--- src/rtl/uart_rx.sv ---
// uart_rx: 8N1 UART receiver with 2-flop input synchroniser and centre-of-bit sampling.
// Ports: clk        - system clock, rising edge
//        rst_n      - asynchronous active-low reset
//        rxd        - serial line, idle high, asynchronous to clk
//        data_out   - last correctly framed byte, LSB received first
//        data_valid - one-cycle strobe, data_out updated this cycle
//        frame_err  - one-cycle strobe, stop bit sampled low
//        busy       - high whenever the receiver is not idle
module uart_rx #(
   parameter int CLKS_PER_BIT = 434,
   parameter int HALF_BIT     = CLKS_PER_BIT / 2
) (
   input  logic       clk,
   input  logic       rst_n,
   input  logic       rxd,
   output logic [7:0] data_out,
   output logic       data_valid,
   output logic       frame_err,
   output logic       busy
);
   typedef enum logic [2:0] {IDLE, START, DATA, STOP, WAIT_HIGH} state_t;
   localparam int CW = $clog2(CLKS_PER_BIT);
   localparam logic [CW-1:0] BIT_END  = CW'(CLKS_PER_BIT - 1);
   localparam logic [CW-1:0] HALF_END = CW'(HALF_BIT - 1);
   state_t        state;
   logic [1:0]    sync;
   logic [CW-1:0] cnt;
   logic [2:0]    bit_idx;
   logic [7:0]    shift;
   logic          rx_s;
   assign rx_s = sync[1];
   assign busy = state != IDLE;
   always_ff @(posedge clk or negedge rst_n) begin
      if (!rst_n) begin
         sync       <= 2'b11;
         state      <= IDLE;
         cnt        <= '0;
         bit_idx    <= '0;
         shift      <= '0;
         data_out   <= '0;
         data_valid <= 1'b0;
         frame_err  <= 1'b0;
      end else begin
         sync       <= {sync[0], rxd};
         data_valid <= 1'b0;
         frame_err  <= 1'b0;
         case (state)
            IDLE:
               if (!rx_s) begin
                  state <= START;
                  cnt   <= '0;
               end
            START:
               if (cnt == HALF_END) begin
                  cnt     <= '0;
                  bit_idx <= '0;
                  state   <= rx_s ? IDLE : DATA;
               end else cnt <= cnt + 1'b1;
            DATA:
               if (cnt == BIT_END) begin
                  cnt     <= '0;
                  shift   <= {rx_s, shift[7:1]};
                  bit_idx <= bit_idx + 3'd1;
                  if (bit_idx == 3'd7) state <= STOP;
               end else cnt <= cnt + 1'b1;
            STOP:
               if (cnt == BIT_END) begin
                  cnt <= '0;
                  // Leave at the stop-bit centre so a back-to-back start edge is not missed.
                  if (rx_s) begin
                     data_out   <= shift;
                     data_valid <= 1'b1;
                     state      <= IDLE;
                  end else begin
                     frame_err <= 1'b1;
                     state     <= WAIT_HIGH;
                  end
               end else cnt <= cnt + 1'b1;
            // A break or stuck-low line must not decode as repeated 0x00 frames.
            WAIT_HIGH: if (rx_s) state <= IDLE;
            default:   state <= IDLE;
         endcase
      end
   end
endmodule

--- config.mk ---
export PLATFORM = sky130hd
export DESIGN_NAME = uart_rx
export DESIGN_NICKNAME = d
export VERILOG_FILES = /design/src/rtl/uart_rx.sv
export SDC_FILE = /design/constraint.sdc
export NUM_CORES = 1
export LEC_CHECK = 0
export CORE_MARGIN = 2
export CORE_UTILIZATION = 32
export CTS_CLUSTER_SIZE = 10
export DETAILED_ROUTE_END_ITERATION = 7
export SLEW_MARGIN = 20
export SYNTH_ARGS = -nofsm -noshare
export SYNTH_HDL_FRONTEND = slang
export SYNTH_SLANG_ARGS = --single-unit
--- constraint.sdc ---
create_clock -name clk -period 3.3 [get_ports clk]
set_input_delay 0.99 -clock clk [delete_from_list [all_inputs] [get_ports clk]]
set_output_delay 0.99 -clock clk [all_outputs]
set_load 0.01 [all_outputs]
==> results of run 1 <==
## worst max path at each step
stage / start / endpoint / cells past startpoint
5_1_grt: state[2]$_DFFE_PN0P_ / busy / 2
2_1_floorplan: state[2]$_DFFE_PN0P_ / busy / 1
3_5_place_dp: state[2]$_DFFE_PN0P_ / busy / 2
3_3_place_gp: state[2]$_DFFE_PN0P_ / busy / 2
4_1_cts: state[2]$_DFFE_PN0P_ / busy / 2
6_report: state[2]$_DFFE_PN0P_ / busy / 2
## registers in the layout, indices dropped and copies added (netlist names)
| name | flops |
|---|---|
| data_out | 8 |
| state | 3 |
| sync | 2 |
| shift | 8 |
| cnt | 9 |
| data_valid | 1 |
| frame_err | 1 |
| bit_idx | 3 |
## layout make-up
cell class	instances	area, µm²	share of cell area [%]
inverter	4	15.01	0.7505
clock buffer	6	72.57	3.627
clock inverter	1	30.03	1.501
multi-input combinational	101	779.5	38.96
tap	70	87.58	4.378
timing repair buffer	14	137.6	6.879
sequential	35	878.3	43.90
## cell usage in the layout (no fill, tap or decap), types with 3 or more instances in the layout
cell	n
nand3_1	5
nand2_1	16
a21oi_1	4
nor2_1	7
mux2_2	18
clkbuf_8	5
o211ai_1	4
dfrtp_1	33
ha_1	5
inv_1	4
o22ai_1	3
clkdlybuf4s50_1	13
o21ai_0	6
## layer usage
| metal | vias to the layer above | wire [µm] | GRT usage (%) |
|---|---|---|---|
| li1 | 555 | - | - |
| met3 | 6 | 97 | 4.235 |
| met5 | - | 0 | 0 |
| met4 | 0 | 39 | 3.091 |
| met1 | 595 | 1418 | 14.34 |
| met2 | 19 | 1705 | 21.58 |
## worst reg2reg max path: stages (launching register included)
cell and delay [ps]:
dfrtp_1 420, inv_1 110, ha_1 150, and4bb_4 300, nand2_4 90, nor2_4 280, mux2_2 380
## through the flow
| step | hold slack, ps | setup slack, ps |
|---|---|---|
| after floorplan | 345.2 | 1467 |
| after global placement | 348.8 | 1013 |
| after detailed placement | 350.7 | 988.2 |
| after CTS | 358.8 | 674.8 |
| after global routing | 370.5 | 599.5 |
| final | 356.9 | 670.3 |
## power breakdown
| part | switching, mW | internal, mW |
|---|---|---|
| Clock | 0.146 | 0.221 |
| Sequential | 0.00193 | 0.431 |
| Combinational | 0.00815 | 0.00288 |
| Total | 0.156 | 0.655 |
## cell families after synthesis
| kind of cell | synth area share [%] |
|---|---|
| mux | 11.97 |
| fa+ha+maj | 3.695 |
| flops | 51.88 |
| buf+inv | 2.069 |
| compound gates | 12.64 |
| simple gates | 17.74 |
==> metrics.cfg, run 1 <==
[status]
status=finished clean

[route]
wirelength_um=3261
drt-initial-drc-count=58
vias=1175
viasPerCell=5.087
ant_nets=0
first_pass_iters=4
drc=0
wl_per_cell_um=14.12

[setup_path]
crit_chain=or3_1 > clkdlybuf4s50_1
r2r_cells=6
path_delay_family=buffers and inverters
critPathKind=reg2out
slowest_stage=clkdlybuf4s50_1
required_ps=2310
arrival_ps=1640
slowest_delay_ps=490
reg2reg_to=data_out[0]$_DFFE_PN0P_
cp-end-kind=output pin
start_kind=flip-flop
worst-path-buf-inv=1
reg2reg_slack_ps=1470
timing.rr.start=cnt[1]$_DFFE_PN0P_
crit_fanout=8

[job]
maxCapViolations=0

[die]
die_w_um=76.74
die_area_um2=5888
die_h_um=76.74
start_util_pct=33.15
row_count=26
core_um2=5107
ios=14

[sta]
max_freq_ghz=0.3803
slew_viol_final=0
rsz0062_at_grt=false
slew_headroom_pct=71.00
worst_slew_pin_slew_ps=434.1
period_minus_slack_ps=2630
timing.final.crit_share_pct=79.69
setup_viol=0
setup-tns-final_ps=0
hold_viol=0
finClkSkew_ps=5.083

[global_route]
grt_max_degree=36
overflow=0
antenna_found_initial=0
grt_pass1_wl_um=5844
grt_pass1_vias=1272
grt_usage_pct=12.30

[cts]
clkTransAtPathRegs_ps=70
clk_latency_ps=280
clock_path_buffers=2
cts-root-buf=clkbuf_8
cts_buffers=5
tritoncts=done
ctsHtreeMaxLevel=2
cts_setup_buffers=0
cts_resized=0
cts-hold-fix-buffers=0
cts.sinks=35

[placed_design]
port_buffers=13
dpl.hpwl_um=2189
gp_congestion=0.8102
dp_cells=224
placed_area_um2=1898

[power]
power_density_nw_per_um2=405.5
design_power_total_mw=0.8112
leakagePower_nw=0.9206
peakVddDrop_mv=0.2400

[layout]
fill_cells=492
n_antenna_cell=0
drive_above_1_share_pct=22.36
post-route-util_pct=39.17
final_area_um2=2001
area_growth_pct=18.18
fin_nets=169
finalNonFillerCells=231

[logic_synthesis]
yosysWarningCount=0
synthFlopType=dfrtp_1
synth_edf_count=0
synthTopCellsByCount=33 x dfrtp_1, 18 x mux2_2, 16 x nand2_1, 7 x nor2_1, 6 x o21ai_0
yosysUniqueCellTypes=43
yosysSeqAreaShare_pct=51.88
ys_top_cells_by_area=dfrtp_1 49%, mux2_2 12%, ha_1 3.7%
synth.avg_cell_area_um2=11.84
post-synth-top-count-cell=dfrtp_1
synthesis.nets=151
synthArstFlopShare_pct=100.0
synth_seq_cells=35
yosysTopAreaCell=dfrtp_1
synth_area_um2=1693
yosys.area.top_type_share_pct=48.78
netlist_instances=143

[min_path]
hp-start=sync[0]$_DFF_PN1_
hold_end=sync[1]$_DFF_PN1_
min_path_type=reg2reg
min_path_cells=0

No activity file was read; power rests on OpenSTA's default activity.
==> run 2: changes to the inputs <==
==> constraint.sdc (replaced) <==
create_clock -name clk -period 2.3 [get_ports clk]
set_input_delay 0.69 -clock clk [delete_from_list [all_inputs] [get_ports clk]]
set_output_delay 0.69 -clock clk [all_outputs]
set_load 0.01 [all_outputs]
==> run 2 against run 1 <==
Against the previous run:
- largest cell class unchanged
- via count increased by 0.77%
- hold slack improved by 3.1 ps
- global-route usage about the same
- highest routed layer unchanged
- critical path type unchanged
- non-clock buffer count did not move
- sequential cell count unchanged
- clock skew is 4.9 ps higher
- critical endpoint unchanged
- combinational power rose by 43%
- register-to-register slack worse by 1000 ps
- worst setup slack worse by 470 ps
==> metrics.cfg, run 2 (synthesis gave the netlist of run 1 again) <==
[status]
status=finished clean  ; unchanged

[setup_path]
cp-end-kind=output pin  ; unchanged
timing.rr.start=cnt[1]$_DFFE_PN0P_  ; unchanged
crit_fanout=8  ; unchanged
arrival_ps=1410  ; was 1640 ps
path_delay_family=flip-flops  ; was buffers and inverters
crit_chain=or3_1 > dlygate4sd2_1  ; was or3_1 > clkdlybuf4s50_1
reg2reg_to=data_out[6]$_DFFE_PN0P_  ; was data_out[0]$_DFFE_PN0P_
reg2reg_slack_ps=470  ; was 1470 ps
critPathKind=reg2out  ; unchanged
worst-path-buf-inv=1  ; unchanged
start_kind=flip-flop  ; unchanged
r2r_cells=6  ; unchanged
slowest_delay_ps=450  ; was 490 ps
slowest_stage=dfrtp_2  ; was clkdlybuf4s50_1
required_ps=1610  ; was 2310 ps

[layout]
final_cell_mix=32 x dfrtp_1, 18 x mux2_2, 16 x nand2_1, 12 x clkdlybuf4s50_1, 7 x nor2_1  ; was 33 x dfrtp_1, 18 x mux2_2, 16 x nand2_1, 13 x clkdlybuf4s50_1, 7 x nor2_1
final_area_um2=1987  ; was 2001 µm²
final_common_cell=dfrtp_1  ; unchanged
fill_cells=495  ; was 492
fin_nets=169  ; unchanged
regMostFlops=cnt  ; unchanged
post-route-util_pct=38.90  ; was 39.17%
n_antenna_cell=0  ; unchanged
largest_reg_flops=9  ; unchanged
reg.largest.list=cnt x9, data_out x8, shift x8  ; unchanged
area_growth_pct=17.37  ; was 18.18%
drive_above_1_share_pct=24.07  ; was 22.36%

[sta]
slew_viol_final=0  ; unchanged
max_freq_ghz=0.4757
rsz0062_at_grt=false  ; unchanged
finClkSkew_ps=10.01  ; was 5.083 ps
setup-tns-final_ps=0  ; unchanged
slew_headroom_pct=69.22  ; was 71.00%
timing.final.crit_share_pct=91.39
hold_viol=0  ; unchanged
period_minus_slack_ps=2102
worst_slew_pin_slew_ps=460.6  ; was 434.1 ps
setup_viol=0  ; unchanged

[die]
die_h_um=76.74  ; unchanged
die_area_um2=5888  ; unchanged
core_um2=5107  ; unchanged
die_w_um=76.74  ; unchanged
ios=14  ; unchanged
start_util_pct=33.15  ; unchanged
row_count=26  ; unchanged

[global_route]
grt_pass1_vias=1271  ; was 1272
grt_pass1_wl_um=5747  ; was 5844 µm
grt_max_degree=36  ; unchanged
antenna_found_initial=0  ; unchanged
grt_usage_pct=12.28  ; was 12.30%
overflow=0  ; unchanged

[cts]
cts_resized=2  ; was 0
ctsHtreeMaxLevel=2  ; unchanged
cts.sinks=35  ; unchanged
clk_latency_ps=290  ; was 280 ps
cts-root-buf=clkbuf_8  ; unchanged
clock_path_buffers=2  ; unchanged
cts-hold-fix-buffers=0  ; unchanged
tritoncts=done  ; unchanged
cts_setup_buffers=0  ; unchanged
clkTransAtPathRegs_ps=70  ; about the same
cts_buffers=5  ; unchanged

[power]
design_power_total_mw=1.075  ; was 0.8112 mW
peakVddDrop_mv=0.3934  ; was 0.2400 mV
power_density_nw_per_um2=541.0  ; was 405.5 nW/µm²
leakagePower_nw=0.9057  ; was 0.9206 nW

[min_path]
hold_end=sync[1]$_DFF_PN1_  ; unchanged
min_path_type=reg2reg  ; unchanged
min_path_cells=0  ; unchanged
hp-start=sync[0]$_DFF_PN1_  ; unchanged

[route]
first_pass_iters=4  ; unchanged
viasPerCell=5.103  ; was 5.087
vias=1184  ; was 1175
wirelength_um=3253  ; was 3261 µm
ant_nets=0  ; unchanged
drc=0  ; unchanged
drt-initial-drc-count=50  ; was 58
wl_per_cell_um=14.02  ; was 14.12 µm

[placed_design]
dpl.hpwl_um=2249  ; was 2189 µm
port_buffers=13  ; unchanged
placed_area_um2=1898  ; unchanged
gp_congestion=0.8287  ; was 0.8102

[job]
maxCapViolations=0  ; unchanged

## run 2: cell count changes in the layout (fill, tap and decap cells not counted), sizes merged
cell           before  now
clkdlybuf4s50      13   12
clkinv              0    1
bufinv              1    0
dlygate4sd2         0    1
clkbuf              6    5
clkinvlp            0    2
## run 2: final cells by class
class / count / area [µm²] / area share, %
Sequential cell: 35 / 879.6 / 44.27
Clock buffer: 5 / 68.82 / 3.463
Tap cell: 70 / 87.58 / 4.408
Inverter: 4 / 15.01 / 0.7557
Multi-Input combinational cell: 101 / 779.5 / 39.23
Clock inverter: 3 / 20.02 / 1.008
Timing Repair Buffer: 14 / 136.4 / 6.864
## run 2: worst max-delay path by stage
| stage | end | slack [ps] | start | depth (start not counted) |
|---|---|---|---|---|
| after CTS | busy | 180 | state[2]$_DFFE_PN0P_ | 2 |
| after global routing | busy | 150 | state[2]$_DFFE_PN0P_ | 2 |
| after global placement | busy | 310 | state[2]$_DFFE_PN0P_ | 2 |
| after detailed placement | busy | 290 | state[2]$_DFFE_PN0P_ | 2 |
| final | busy | 200 | state[2]$_DFFE_PN0P_ | 2 |
| after floorplan | state[0]$_DFFE_PN0P_ | 660 | cnt[1]$_DFFE_PN0P_ | 6 |
## run 2: metrics by stage
| step | hold slack (ps) | setup WS [ps] | std cells |
|---|---|---|---|
| 6_report | 360.0 | 198.0 | 232 |
| 5_1_grt | 365.5 | 146.9 | 232 |
| 3_5_place_dp | 352.0 | 287.9 | 224 |
| 4_1_cts | 362.5 | 177.4 | 232 |
| 2_1_floorplan | 345.2 | 657.4 | 143 |
| 3_3_place_gp | 348.9 | 311.7 | 224 |
## run 2: worst register-to-register path, stage by stage (launching register included)
cell and delay, ps:
dfrtp_1 420, inv_1 110, ha_1 150, and4bb_4 300
nand2_4 80, nor2_4 270, mux2_2 370
## run 2: layer usage
metal / vias to the layer above / share of wire [%] / GRT usage, %
met5: - / 0 / 0
met4: 0 / 2.6 / 7.818
met3: 6 / 3.2 / 3.294
met2: 22 / 50 / 20.53
met1: 597 / 44 / 13.82
li1: 559 / - / -
## run 2: power breakdown
part	switching (mW)	total, mW	internal (mW)
Sequential	0.00254	0.621	0.618
Combinational	0.0115	0.0157	0.00413
Clock	0.228	0.438	0.210
Total	0.242	1.07	0.833
